[config.mk]
export PLATFORM = sky130hd
export DESIGN_NAME = window_bus_arbiter
export DESIGN_NICKNAME = d
export VERILOG_FILES = /design/src/rtl/window_arb_pkg.sv /design/src/rtl/window_bus_arbiter_rr_arbiter.sv /design/src/rtl/window_bus_arbiter.sv
export SDC_FILE = /design/constraint.sdc
export NUM_CORES = 1
export LEC_CHECK = 0
export ABC_CLOCK_PERIOD_IN_PS = 2000
export CAP_MARGIN = 5
export CORE_ASPECT_RATIO = 1.1
export CORE_MARGIN = 8
export CORE_UTILIZATION = 32
export DETAILED_ROUTE_END_ITERATION = 12
export PLACE_DENSITY = 0.59
export SYNTH_ARGS = -nofsm -noshare
export SYNTH_HDL_FRONTEND = slang
export SYNTH_SLANG_ARGS = --single-unit
[constraint.sdc]
create_clock -name clk -period 2 [get_ports clk]
set_input_delay 0.3 -clock clk [delete_from_list [all_inputs] [get_ports clk]]
set_output_delay 0.3 -clock clk [all_outputs]
set_load 0.1 [all_outputs]
[src/rtl/window_arb_pkg.sv]
// rtl/window_arb_pkg.sv - shared types and length helpers for the window bus arbiter
package window_arb_pkg;

    typedef enum logic [1:0] {
        IDLE  = 2'd0,
        OPEN  = 2'd1,
        BURST = 2'd2,
        CLOSE = 2'd3
    } win_state_t;

    // Longest burst that still leaves GUARD idle cycles on both sides of the window
    function automatic int unsigned lmax_of(input int unsigned win_len, input int unsigned guard);
        return win_len - 2 * guard;
    endfunction

    // A zero request still gets one bus cycle; oversize requests are cut to the window
    function automatic int unsigned clamp_len(input int unsigned len, input int unsigned lmax);
        if (len == 0)
            return 1;
        else if (len > lmax)
            return lmax;
        else
            return len;
    endfunction

endpackage

[src/rtl/window_bus_arbiter_rr_arbiter.sv]
// rtl/window_bus_arbiter_rr_arbiter.sv - round-robin pick with pointer advanced past the last winner
module rr_arbiter #(
    parameter int N = 2
) (
    input  logic         clk,
    input  logic         rst,
    input  logic [N-1:0] req,
    input  logic [N-1:0] won,
    input  logic         advance,
    output logic [N-1:0] gnt
);

    localparam int PW = (N > 1) ? $clog2(N) : 1;

    logic [PW-1:0]  ptr;
    logic [PW-1:0]  ptr_next;
    logic [2*N-1:0] req_rot2;
    logic [2*N-1:0] gnt_rot2;
    logic [N-1:0]   rot;
    logic [N-1:0]   pick;

    // Rotate so the pointer position is bit 0, take the lowest set bit, rotate back
    assign req_rot2 = {req, req} >> ptr;
    assign rot      = req_rot2[N-1:0];
    assign pick     = rot & (~rot + {{(N-1){1'b0}}, 1'b1});
    assign gnt_rot2 = {pick, pick} << ptr;
    assign gnt      = gnt_rot2[2*N-1:N];

    // Next search starts one past the requester that just completed its window
    always_comb begin
        ptr_next = ptr;
        for (int i = 0; i < N; i++) begin
            if (won[i])
                ptr_next = PW'((i + 1) % N);
        end
    end

    // Pointer moves only on a completed window
    always_ff @(posedge clk or posedge rst) begin
        if (rst)
            ptr <= '0;
        else if (advance)
            ptr <= ptr_next;
    end

endmodule

[src/rtl/window_bus_arbiter.sv]
// rtl/window_bus_arbiter.sv - train-window bus scheduler; WINDOW_ASSERT_EN adds embedded assertions
module window_bus_arbiter
    import window_arb_pkg::*;
#(
    parameter int N_REQ   = 2,
    parameter int WIN_LEN = 8,
    parameter int GUARD   = 1,
    parameter int LEN_W   = 4
) (
    input  logic                   clk,
    input  logic                   rst,
    input  logic                   transport,
    input  logic [N_REQ-1:0]       req,
    input  logic [N_REQ*LEN_W-1:0] burst_len,
    output logic                   train,
    output logic                   bus,
    output logic [N_REQ-1:0]       gnt,
    output logic                   done,
    output logic                   abort
);

    localparam int unsigned     LMAX      = lmax_of(WIN_LEN, GUARD);
    localparam int              CW        = $clog2(WIN_LEN + 1);
    localparam logic [CW-1:0]   WIN_END   = CW'(WIN_LEN);
    localparam logic [CW-1:0]   GUARD_END = CW'(GUARD);

    win_state_t       state;
    win_state_t       state_next;
    logic [CW-1:0]    win_cnt;
    logic [CW-1:0]    len_q;
    logic [CW-1:0]    burst_end;
    logic [N_REQ-1:0] win_q;
    logic [N_REQ-1:0] rr_gnt;
    logic [LEN_W-1:0] sel_len;
    logic             start;
    logic             last;
    logic             kill;

    assign start     = (state == IDLE) && transport && (|req);
    assign last      = (win_cnt == WIN_END);
    assign kill      = (state != IDLE) && !transport && !last;
    assign burst_end = GUARD_END + len_q;

    rr_arbiter #(.N(N_REQ)) u_rr (
        .clk     (clk),
        .rst     (rst),
        .req     (req),
        .won     (win_q),
        .advance (done),
        .gnt     (rr_gnt)
    );

    // Burst length of whichever requester the arbiter is currently offering
    always_comb begin
        sel_len = '0;
        for (int i = 0; i < N_REQ; i++) begin
            if (rr_gnt[i])
                sel_len = burst_len[i*LEN_W +: LEN_W];
        end
    end

    // State register
    always_ff @(posedge clk or posedge rst) begin
        if (rst)
            state <= IDLE;
        else
            state <= state_next;
    end

    // Window sequencing; transport loss ends any active phase at once
    always_comb begin
        state_next = state;
        case (state)
            IDLE:    if (start) state_next = OPEN;
            OPEN:    if (kill) state_next = IDLE;
                     else if (win_cnt == GUARD_END) state_next = BURST;
            BURST:   if (kill) state_next = IDLE;
                     else if (win_cnt == burst_end) state_next = CLOSE;
            CLOSE:   if (kill || last) state_next = IDLE;
            default: state_next = IDLE;
        endcase
    end

    // Window outputs decoded from state; grant is only visible while the train runs
    always_comb begin
        train = (state != IDLE);
        bus   = (state == BURST);
        done  = (state == CLOSE) && last;
        gnt   = train ? win_q : '0;
    end

    // Window counter, latched winner and length, registered abort pulse
    always_ff @(posedge clk or posedge rst) begin
        if (rst) begin
            win_cnt <= '0;
            len_q   <= '0;
            win_q   <= '0;
            abort   <= 1'b0;
        end else begin
            abort <= kill;
            if (start) begin
                win_cnt <= CW'(1);
                len_q   <= CW'(clamp_len(32'(sel_len), LMAX));
                win_q   <= rr_gnt;
            end else if (state_next == IDLE) begin
                win_cnt <= '0;
            end else begin
                win_cnt <= win_cnt + CW'(1);
            end
        end
    end

`ifdef WINDOW_ASSERT_EN
    int unsigned train_run;

    // Length of the current train run, for the per-window length check
    always_ff @(posedge clk or posedge rst) begin
        if (rst)
            train_run <= 0;
        else
            train_run <= train ? train_run + 1 : 0;
    end

    a_transport_throughout: assert property (@(posedge clk) disable iff (rst)
        (train && !done && !transport) |=> (abort && !train))
        else $error("%0t transport fell inside a window without abort", $time);

    a_gnt_onehot0: assert property (@(posedge clk) disable iff (rst) $onehot0(gnt))
        else $error("%0t gnt not one-hot", $time);

    a_bus_within_train: assert property (@(posedge clk) disable iff (rst) bus |-> train)
        else $error("%0t bus outside train", $time);

    a_done_abort_excl: assert property (@(posedge clk) disable iff (rst) !(done && abort))
        else $error("%0t done and abort together", $time);

    a_train_len: assert property (@(posedge clk) disable iff (rst) done |-> (train_run + 1 == WIN_LEN))
        else $error("%0t train length wrong at done", $time);
`endif

endmodule

* Yosys cells after proc, flatten, opt, wreduce, memory -nomap -nowiden
Index checks and enable logic that the tools add are counted.
Word-level totals: input bits 13, word-level logic and storage cells 51, bits in registers 14
Cells by class: reductions and logical operators 15, mux-type cells 16, shift-type cells 2, eq/ne operators 6, bitwise gates (word level) 2, order comparisons 1, $add $sub $neg 3
Operator list (count):
- 2-to-1 mux 4 bit | 6
- 2-to-1 mux 2 bit | 7
- case mux 2 bit (4 select lines) | 1
- logical AND 1 bit | 5
- adder 1 x 4 -> 4 bit (first input constant) | 1
- adder 4 x 1 -> 4 bit (second input constant) | 1
- == test 2 bit (second input constant) | 2
- == test 4 x 1 -> 1 bit (second input constant) | 1
- == test 4 bit | 1
- == test 4 bit (second input constant) | 1
- greater-than comparator 4 x 3 -> 1 bit (second input constant) | 1
- zero test 2 bit | 2
- zero test 4 bit | 1
- nonzero test 2 bit | 2
- << shifter 4 x 1 -> 4 bit | 1
- >> shifter 4 x 1 -> 2 bit | 1
- adder 2 x 1 -> 2 bit (second input constant) | 1
- AND 2 bit | 1
- == test 2 x 1 -> 1 bit (second input constant) | 1
- zero test 1 bit | 2
- 2-to-1 mux 1 bit | 2
- NOT 2 bit | 1
- AND reduction 2 bit | 1
- OR reduction 2 bit | 1
- logical OR 1 bit | 1

* Logic depth before layout (Yosys ltp)
Gate-level depths: netlist (run 1).
depth after elaboration 10, gate-level depth with buffers 6

* Cells and area by module
Synthesis (run 1) repeated with hierarchy kept, for this count alone.
Unflattened totals: cell total of the unflattened synthesis 87, area total of the unflattened synthesis 859.6 sq um
By module, submodules not included:
- window_bus_arbiter | sequential area each 325.3 sq um, area each 802.0 sq um, cells each 80, instances 1
- rr_arbiter | sequential area each 25.0 sq um, area each 57.6 sq um, cells each 7, instances 1

* Least setup slack after synthesis (run 1)
OpenSTA, ideal clock, no wires.
kind reg2reg, start point reg state[0], end point reg state[0], setup slack -0.206 ns, data arrival time 2.126 ns, data required time 1.920 ns, stages on the path, launching flop included 4, cell sequence dfrtp_1 > nor2b_1 > nand4_1 > o21ai_1
RTL lines:
- from (decl) | line window_bus_arbiter.sv:27 | win_state_t state;
- from (signal assigned) | line window_bus_arbiter.sv:67 | state <= state_next;
- == test 2 bit
- named net bus | line window_bus_arbiter.sv:16 | output logic bus,
- case mux 2 bit (4 select lines) | line window_bus_arbiter.sv:73 | case (state)
- named net state_next[0] | line window_bus_arbiter.sv:28 | win_state_t state_next;
The timed path passes the listed nets, and every way through them passes these cells. A chain may end at the register's enable or synchronous reset.

* Worst setup path in the final report (run 1)
start point reg win_cnt[1], end point out done
On the way: longest elaborated chain between the ends 2
Ends and longest elaborated chain:
- from (decl) | line window_bus_arbiter.sv:29 | logic [CW-1:0] win_cnt;
- from (signal assigned) | line window_bus_arbiter.sv:108 | win_cnt <= win_cnt + CW'(1);
- == test 4 bit | line window_bus_arbiter.sv:40 | assign last = (win_cnt == WIN_END);
- logical AND 1 bit | line window_bus_arbiter.sv:88 | done = (state == CLOSE) && last;
- to (decl) | line window_bus_arbiter.sv:18 | output logic done,
Every way passes these cells.

==> flow_summary_export.csv, run 1 <==
group,metric,value,unit
grt,grt_pass1_vias,767,
worst_setup_path,rr_endpoint,"win_cnt[0]$_DFF_PP0_",
cells_and_area,n_antenna_cell,0,
cells_and_area,drive_gt1_share,16.4,%
worst_setup_path,regToRegStartpoint,"win_cnt[1]$_DFF_PP0_",
clock_tree,ctsHoldBuffers,0,
logic_synthesis,ys_ff_latch,14,
logic_synthesis,netlist_area,843,sq um
grt,grt_overflow,0,
worst_setup_path,critPathKind,"register to primary output",
logic_synthesis,ys_seq_area_share,41.5,%
placement,dp_hpwl,1480,um
logic_synthesis,post_synth.cell_area_avg,9.27,sq um
detailed_routing,wl,1790,um
floorplan,fp-row-count,19,
power,power_switching_share,46.9,%
detailed_routing,ant_nets,0,
clock_tree,clk_pin_slew,80,ps
logic_synthesis,synthTopCellsByArea,"dfrtp_1, ha_1, xnor2_1",
clock_tree,post_cts_resized,0,
logic_synthesis,ys_async_sr_fraction,100,%
worst_setup_path,startpoint,"win_cnt[1]$_DFF_PP0_",
worst_setup_path,worstSetupEndpointType,"primary output",
sta,rsz0062_at_grt,"no",
clock_tree,clockBufferDepth,2,
grt,grt_pass1_wl,3140,um
worst_setup_path,endpoint,"done",
sta,timing.fmax,531,MHz
sta,finalCritPeriodShare,94.2,%
clock_tree,cts_tree,"done",
sta,layout_min_cycle_time,1880,ps
logic_synthesis,ys.flop_type,"dfrtp_1",
power,p_sw,0.000662,W
sta,fin_skew,2.48,ps
grt,antenna_found_initial,0,
clock_tree,cts-buffers-inserted,3,
worst_setup_path,worstPathArrival,1580,ps
power,power.share.clock,10.7,%
detailed_routing,vias,713,
sta,slew_headroom,63.0,%
grt,use_met1,8.61,%
worst_setup_path,cp_max_fo,5,
cells_and_area,finalNetCount,129,
clock_tree,cts_root_buf,"clkbuf_4",
clock_tree,clock_latency,270,ps
floorplan,dieArea,0.00454,sq mm
detailed_routing,drc_errors,0,
power,seq_power_share,30.0,%
floorplan,floorplan.initialDensity,33.8,%
worst_setup_path,critPathMaxStageDelay,430,ps
logic_synthesis,synth_nets,108,
floorplan,core-area,0.00250,sq mm
grt,gr-max-usage-layer,"met2",
power,p_int,0.000750,W
logic_synthesis,yosys_warnings,0,
placement,port_buffers,18,
logic_synthesis,synth_enable_flop_cells,0,
floorplan,fp.dieW,64.9,um
worst_setup_path,slowest_stage,"dfrtp_1",
power,p_leak,0.491,nW
worst_setup_path,worstPathRequired,1700,ps
grt,met2_usage,14.6,%
grt,grt_max_degree,15,
floorplan,io_pins,19,
logic_synthesis,netlist.area_leader.share,41.5,%
clock_tree,cts_htree_levels,1,
logic_synthesis,ys_types,35,
placement,dpl_cell_area,0.00110,sq mm
worst_setup_path,start_kind,"register",
floorplan,die_h,69.8,um
sta,finalSetupViolations,0,
cells_and_area,area_delta_synth_final,32.9,%
logic_synthesis,yosysMostFrequentCell,"dfrtp_1",
detailed_routing,first_pass_iters,4,
power,ir_drop,1.06,mV
clock_tree,cts_sinks,14,
worst_setup_path,crit_chain,"inv_1 > ha_1 > and4b_1 > and2_4 > buf_12",
detailed_routing,drt_iter0_markers,20,
logic_synthesis,syn_inst,91,
cells_and_area,fin_area,0.00112,sq mm
run_status,outcome,"complete, no violations",
logic_synthesis,yosys.area.top_type,"dfrtp_1",
power,power.density,1260,mW/mm^2
clock_tree,post_cts_buffers,0,
hold_path,hp-class,"input pin to asynchronous set/reset pin",
worst_setup_path,reg2reg_depth,6,
logic_synthesis,synthTopCellsByCount,"dfrtp_1, nor2_1, inv_1",
detailed_routing,vias_per_cell,5.06,
grt,grtUsageTotal,8.34,%
run,drv_cap,0,
placement,gp_congestion,0.788,
sta,maxSlewViolCount,0,
grt,met3_usage,3.07,%
cells_and_area,fillCellCount,268,
sta,setup_tns,0,ps
detailed_routing,wl_per_cell,12.7,um
sta,hold_viol,0,
sta,worstMarginPinSlew,554,ps
power,comb_power_share,59.4,%
worst_setup_path,ff2ff_setup_slack,330,ps
placement,place_inst,138,
cells_and_area,final_cells,141,
-- layer usage --
| metal | share of wire (%) | routed length [um] | vias up |
|---|---|---|---|
| li1 | - | - | 352 |
| met1 | 44 | 793 | 339 |
| met2 | 49 | 871 | 18 |
| met3 | 5.8 | 103 | 4 |
| met4 | 1.1 | 20 | 0 |
| met5 | 0 | 0 | - |
-- placed cells by master, fill, tap and decap left out, types with 3 or more instances in the layout --
cell             instances
clkdlybuf4s50_1         12
ha_1                     4
o21ai_1                  4
nor2_1                   9
and2_1                   3
clkbuf_4                 3
a31oi_1                  3
nand2_1                  5
buf_12                   5
a21oi_1                  5
inv_1                    8
xnor2_1                  5
dfrtp_1                 14
-- power groups by stage --
stage | registers, W | clock network (W) | logic, W
floorplan | 0.000468 | 0 | 0.000537
global placement | 0.000429 | 0 | 0.000837
detailed placement | 0.000431 | 0 | 0.000845
CTS | 0.000424 | 0.000160 | 0.000849
global route | 0.000436 | 0.000171 | 0.000900
finish | 0.000424 | 0.000151 | 0.000839
-- worst min-delay path by stage --
| stage | end | slack, ps |
|---|---|---|
| final | len_q[0]$_DFFE_PP0P_ | 370 |
| after global placement | u_rr.ptr$_DFFE_PP0P_ | 470 |
| after detailed placement | u_rr.ptr$_DFFE_PP0P_ | 470 |
| after CTS | win_cnt[2]$_DFF_PP0_ | 380 |
| after floorplan | abort$_DFF_PP0_ | 190 |
| after global routing | win_cnt[0]$_DFF_PP0_ | 420 |
-- state kept, by name (all words and copies together) (netlist names) --
signal    count
len_q         4
win_cnt       4
state         2
win_q         2
abort         1
u_rr.ptr      1
-- worst max-delay path, delay by kind of cell (launching register included) --
kind	cells	cell delay, ps
fa+ha+maj	1	190
buf+inv	2	280
simple gates	2	420
flops	1	430
-- stage by stage --
stage / setup WS (ps) / hold slack [ps] / utilization (%) / power [W]
after global routing: 49.2 / 419 / 44.9 / 0.00151
after CTS: 102 / 377 / 44.9 / 0.00143
after global placement: 272 / 474 / 44.0 / 0.00127
after detailed placement: 217 / 468 / 44.0 / 0.00128
after floorplan: 34.8 / 189 / - / 0.00100
final: 116 / 372 / 44.9 / 0.00141
-- area by class of cell --
type	instances	area (sq um)	share of cell area, %
Multi-Input combinational cell	65	440	39.3
Sequential cell	14	350	31.2
Timing Repair Buffer	19	235	21.0
Tap cell	31	38.8	3.46
Inverter	9	33.8	3.01
Clock buffer	3	22.5	2.01
-- cell families (layout without fill, tap and decap cells) --
group | Yosys count | after routing | synth area share, %
AO/OA/AOI/OAI | 24 | 24 | 19.6
flip-flops | 14 | 14 | 41.5
AND/OR/NAND/NOR | 30 | 30 | 19.1
adder cells (fa/ha/maj) | 4 | 4 | 5.93
buffers and inverters | 12 | 31 | 6.53
XOR/XNOR | 7 | 7 | 7.27
No activity file was read; power rests on OpenSTA's default activity.
==> run 2, diff against run 1 <==
--- a/config.mk
+++ b/config.mk
@@ -8,7 +8,6 @@
 export ABC_CLOCK_PERIOD_IN_PS = 2000
 export CAP_MARGIN = 5
 export CORE_ASPECT_RATIO = 1.1
-export CORE_MARGIN = 8
 export CORE_UTILIZATION = 32
 export DETAILED_ROUTE_END_ITERATION = 12
 export PLACE_DENSITY = 0.59
==> run 2 against run 1 <==
  * Global-route usage increased by 4.8 points
  * Routed wire length decreased by 5.5%
  * Clock-buffer cell count unchanged
  * Critical endpoint unchanged
  * Largest power group unchanged
==> flow_summary_export.csv, run 2 (synthesized netlist as in run 1, its figures left out) <==
group,metric,value,unit
run_status,outcome,"complete, no violations",
clock_tree,cts-buffers-inserted,3,
floorplan,floorplan.initialDensity,33.8,%
clock_tree,cts_tree,"done",
sta,setup_tns,0,ps
power,power.share.clock,11.0,%
worst_setup_path,crit_buf_inv,2,
cells_and_area,drive_gt1_share,17.1,%
sta,layout_min_cycle_time,1900,ps
sta,setup_slack,101,ps
power,p_sw,0.000673,W
grt,grtUsageTotal,13.2,%
power,comb_power_share,59.1,%
worst_setup_path,worstPathArrival,1600,ps
power,power_switching_share,47.3,%
detailed_routing,drc_errors,0,
worst_setup_path,critPathMaxStageDelay,430,ps
power,power.density,1260,mW/mm^2
detailed_routing,wl,1690,um
power,p_int,0.000750,W
floorplan,io_pins,19,
floorplan,fp.dieW,50.9,um
placement,dp_hpwl,1370,um
worst_setup_path,path_delay_family,"flip-flops",
grt,grt_pass1_wl,2760,um
cells_and_area,fin_area,0.00113,sq mm
hold_path,hp-class,"input pin to asynchronous set/reset pin",
sta,fin_skew,2.39,ps
floorplan,fp-row-count,19,
worst_setup_path,cp_max_fo,5,
detailed_routing,ant_nets,0,
sta,hold_viol,0,
power,seq_power_share,29.9,%
grt,grt_pass1_vias,655,
detailed_routing,first_pass_iters,6,
cells_and_area,fillCellCount,251,
worst_setup_path,crit_chain,"inv_1 > ha_1 > and4b_1 > and2_4 > buf_12",
detailed_routing,wl_per_cell,11.9,um
clock_tree,post_cts_buffers,0,
power,p_leak,0.496,nW
sta,rsz0062_at_grt,"no",
clock_tree,cts_sinks,14,
placement,place_ws,203,ps
grt,grt_max_degree,15,
sta,maxSlewViolCount,0,
clock_tree,clockBufferDepth,2,
sta,finalCritPeriodShare,95.0,%
detailed_routing,vias_per_cell,5.06,
worst_setup_path,critPathKind,"register to primary output",
clock_tree,cts_htree_levels,1,
placement,gp_congestion,0.788,
placement,port_buffers,18,
cells_and_area,n_antenna_cell,0,
cells_and_area,multi_input_area,440,sq um
clock_tree,clock_latency,280,ps
sta,hold_slack,365,ps
clock_tree,ctsHoldBuffers,0,
sta,timing.fmax,527,MHz
floorplan,dieArea,0.00284,sq mm
clock_tree,clk_pin_slew,80,ps
sta,slew_headroom,63.6,%
grt,grt_overflow,0,
power,ir_drop,1.07,mV
cells_and_area,register_area,350,sq um
cells_and_area,area_delta_synth_final,33.8,%
floorplan,core-area,0.00250,sq mm
grt,antenna_found_initial,0,
run,drv_cap,0,
worst_setup_path,start_kind,"register",
worst_setup_path,worstSetupEndpointType,"primary output",
sta,finalSetupViolations,0,
cells_and_area,final_cell_mix,"dfrtp_1, clkdlybuf4s50_1, nor2_1, inv_1",
placement,dpl_cell_area,0.00110,sq mm
cells_and_area,finalNetCount,130,
worst_setup_path,slowest_stage,"dfrtp_1",
detailed_routing,drt_iter0_markers,30,
detailed_routing,vias,718,
cells_and_area,reg_top3,"len_q (4), win_cnt (4)",
clock_tree,cts_root_buf,"clkbuf_4",
sta,worstMarginPinSlew,545,ps
power,p_total,0.00142,W
cells_and_area,final_common_cell,"dfrtp_1",
floorplan,die_h,55.8,um
worst_setup_path,worstPathRequired,1700,ps
clock_tree,post_cts_resized,0,
run 2: layer usage:
| layer | global-route usage, % | share of wire [%] | vias up |
|---|---|---|---|
| met4 | 4.76 | 1.0 | 0 |
| met3 | 5.74 | 7.1 | 2 |
| li1 | - | - | 360 |
| met1 | 16.1 | 44 | 324 |
| met5 | 0 | 0 | - |
| met2 | 20.3 | 48 | 32 |
run 2: final timing paths:
| check | slack [ps] | startpoint | cells after the start | to |
|---|---|---|---|---|
| setup / recovery | 100 | win_cnt[1]$_DFF_PP0_ | 5 | done |
| min in group clk | 480 | win_q[1]$_DFFE_PP0P_ | 1 | u_rr.ptr$_DFFE_PP0P_ |
| max in group asynchronous | 1270 | rst | 2 | len_q[3]$_DFFE_PP0P_ |
| setup reg to reg | 310 | win_cnt[1]$_DFF_PP0_ | 6 | win_cnt[0]$_DFF_PP0_ |
| hold reg to reg | 480 | win_q[1]$_DFFE_PP0P_ | 1 | u_rr.ptr$_DFFE_PP0P_ |
| hold / removal | 370 | rst | 2 | state[1]$_DFF_PP0_ |
run 2: cell type report:
class                   count  area share, %
clock buffers               3           2.00
inverters                   9           2.99
repair buffers             20           21.5
flip-flops and latches     14           31.0
well taps                  31           3.44
multi-input cells          65           39.0
run 2: power by group through the flow:
stage	clock [W]	combinational (W)	sequential [W]
after floorplan	0	0.000537	0.000468
after global placement	0	0.000837	0.000429
after CTS	0.000166	0.000846	0.000426
after global routing	0.000177	0.000896	0.000437
final	0.000157	0.000841	0.000425
after detailed placement	0	0.000843	0.000432
run 2: through the flow:
step	util [%]	std cells
floorplan	-	91
global placement	44.0	138
detailed placement	44.0	138
CTS	44.9	141
global route	45.2	142
finish	45.2	142
==> run 3, diff against run 2 <==
--- a/config.mk
+++ b/config.mk
@@ -10,7 +10,8 @@
 export CORE_ASPECT_RATIO = 1.1
 export CORE_UTILIZATION = 32
 export DETAILED_ROUTE_END_ITERATION = 12
-export PLACE_DENSITY = 0.59
+export DONT_BUFFER_PORTS = 1
+export PLACE_DENSITY = 0.5
 export SYNTH_ARGS = -nofsm -noshare
 export SYNTH_HDL_FRONTEND = slang
 export SYNTH_SLANG_ARGS = --single-unit
==> run 3 against run 2 <==
  * First-iteration DRC count is 23% lower
  * Highest routed layer unchanged
  * Worst setup slack got worse by 4.0 ps
  * Critical endpoint unchanged
  * Critical path depth unchanged
==> flow_summary_export.csv, run 3 (synthesized netlist as in run 1, its figures left out) <==
group,metric,value,unit
run_status,outcome,"complete, no violations",
placement,place_ws,317,ps
floorplan,core-area,0.00250,sq mm
grt,antenna_found_initial,0,
worst_setup_path,worstPathArrival,1600,ps
cells_and_area,drive_gt1_share,18.2,%
power,power.density,1410,mW/mm^2
sta,worstMarginPinSlew,526,ps
sta,rsz0062_at_grt,"no",
worst_setup_path,reg2reg_depth,6,
sta,finalCritPeriodShare,95.2,%
floorplan,io_pins,19,
clock_tree,cts_sinks,14,
floorplan,dieArea,0.00284,sq mm
worst_setup_path,start_kind,"register",
hold_path,hold_path_depth,1,
power,p_leak,0.442,nW
worst_setup_path,critPathKind,"register to primary output",
clock_tree,cts_htree_levels,1,
run,drv_cap,0,
detailed_routing,ant_nets,0,
cells_and_area,n_antenna_cell,0,
clock_tree,clock_latency,280,ps
power,comb_power_share,53.3,%
grt,grtUsageTotal,14.6,%
grt,grt_pass1_wl,3040,um
floorplan,fp.dieW,50.9,um
floorplan,floorplan.initialDensity,33.8,%
detailed_routing,first_pass_iters,4,
sta,layout_min_cycle_time,1900,ps
placement,gp_congestion,0.755,
clock_tree,clockBufferDepth,2,
worst_setup_path,worstPathRequired,1700,ps
floorplan,fp-row-count,19,
sta,timing.fmax,525,MHz
power,p_sw,0.000667,W
power,seq_power_share,31.7,%
placement,dp_hpwl,1350,um
sta,slew_headroom,64.9,%
sta,finalSetupViolations,0,
power,p_int,0.000724,W
detailed_routing,drt_iter0_markers,23,
detailed_routing,wl_per_cell,13.3,um
sta,hold_viol,0,
cells_and_area,reg_top3,"len_q (4), win_cnt (4)",
sta,fin_skew,2.49,ps
power,power_switching_share,48.0,%
sta,setup_tns,0,ps
clock_tree,post_cts_buffers,0,
clock_tree,cts_tree,"done",
placement,port_buffers,0,
cells_and_area,finalNetCount,117,
cells_and_area,final_common_cell,"dfrtp_1",
power,power.share.clock,15.0,%
power,ir_drop,1.27,mV
floorplan,die_h,55.8,um
worst_setup_path,cp_max_fo,6,
cells_and_area,final_cell_mix,"dfrtp_1, nor2_1, inv_1",
detailed_routing,vias_per_cell,5.22,
clock_tree,cts_root_buf,"clkbuf_4",
detailed_routing,drc_errors,0,
detailed_routing,vias,678,
hold_path,hp-class,"input pin to register",
clock_tree,cts-buffers-inserted,3,
sta,maxSlewViolCount,0,
cells_and_area,area_delta_synth_final,17.1,%
sta,setup_slack,96.8,ps
detailed_routing,wl,1730,um
clock_tree,clk_pin_slew,90,ps
worst_setup_path,worstSetupEndpointType,"primary output",
grt,grt_max_degree,15,
grt,grt_pass1_vias,737,
grt,grt_overflow,0,
-- run 3: cell count changes in the layout (fill, tap and decap cells not counted), sizes merged --
| cell | delta |
|---|---|
| buf | -2 |
| dlygate4sd3 | +1 |
| clkdlybuf4s50 | -12 |
| clkbuf | +1 |
-- run 3: area by class of cell --
cell class	count	area [sq um]
Fill cell	268	1510
Multi-Input combinational cell	65	440
Sequential cell	14	350
Timing Repair Buffer	7	87.6
Tap cell	31	38.8
Clock buffer	4	36.3
Inverter	9	33.8
-- run 3: final timing paths --
| check | slack [ps] | startpoint | to |
|---|---|---|---|
| hold reg to reg | 480 | win_q[1]$_DFFE_PP0P_ | u_rr.ptr$_DFFE_PP0P_ |
| setup / recovery | 100 | win_cnt[0]$_DFF_PP0_ | done |
| min in group asynchronous | 490 | rst | len_q[2]$_DFFE_PP0P_ |
| max in group asynchronous | 1160 | rst | abort$_DFF_PP0_ |
| hold / removal | 110 | req[1] | win_q[0]$_DFFE_PP0P_ |
| setup reg to reg | 290 | win_cnt[0]$_DFF_PP0_ | win_cnt[0]$_DFF_PP0_ |
-- run 3: through the flow --
stage	util, %	total power (W)	cells	cell area [sq um]	hold WS, ps
2_1_floorplan	-	0.00100	91	846	189
3_3_place_gp	37.4	0.00119	125	933	266
3_5_place_dp	37.4	0.00119	125	933	272
4_1_cts	39.2	0.00141	130	980	98.6
5_1_grt	39.5	0.00149	130	987	82.2
6_report	39.5	0.00139	130	987	107
-- run 3: routing by layer --
layer	vias up	share of wire (%)	GRT usage [%]	routed length (um)
li1	328	-	-	-
met1	322	43	17.4	752
met2	24	51	22.6	876
met3	4	4.4	2.73	76
met4	0	1.5	11.1	26
met5	-	0	0	0
-- run 3: worst max-delay path, stage by stage, from the launching register on --
cell and delay (ps):
dfrtp_1 460, inv_1 90, ha_1 180, and4b_1 220
and2_4 170, buf_8 200
-- run 3: what timing repair did --
item | 4_1_cts | 5_1_grt
endpoints found under the setup margin | 0 | 1
endpoints found under the hold margin | 14 | 0
hold buffers | 1 | 0
gates resized for setup | 0 | 2
-- run 3: power by group through the flow --
stage / Sequential [W] / Combinational [W] / Clock [W]
finish: 0.000441 / 0.000742 / 0.000208
global route: 0.000456 / 0.000807 / 0.000229
CTS: 0.000442 / 0.000750 / 0.000214
detailed placement: 0.000447 / 0.000746 / 0
global placement: 0.000444 / 0.000744 / 0
floorplan: 0.000468 / 0.000537 / 0
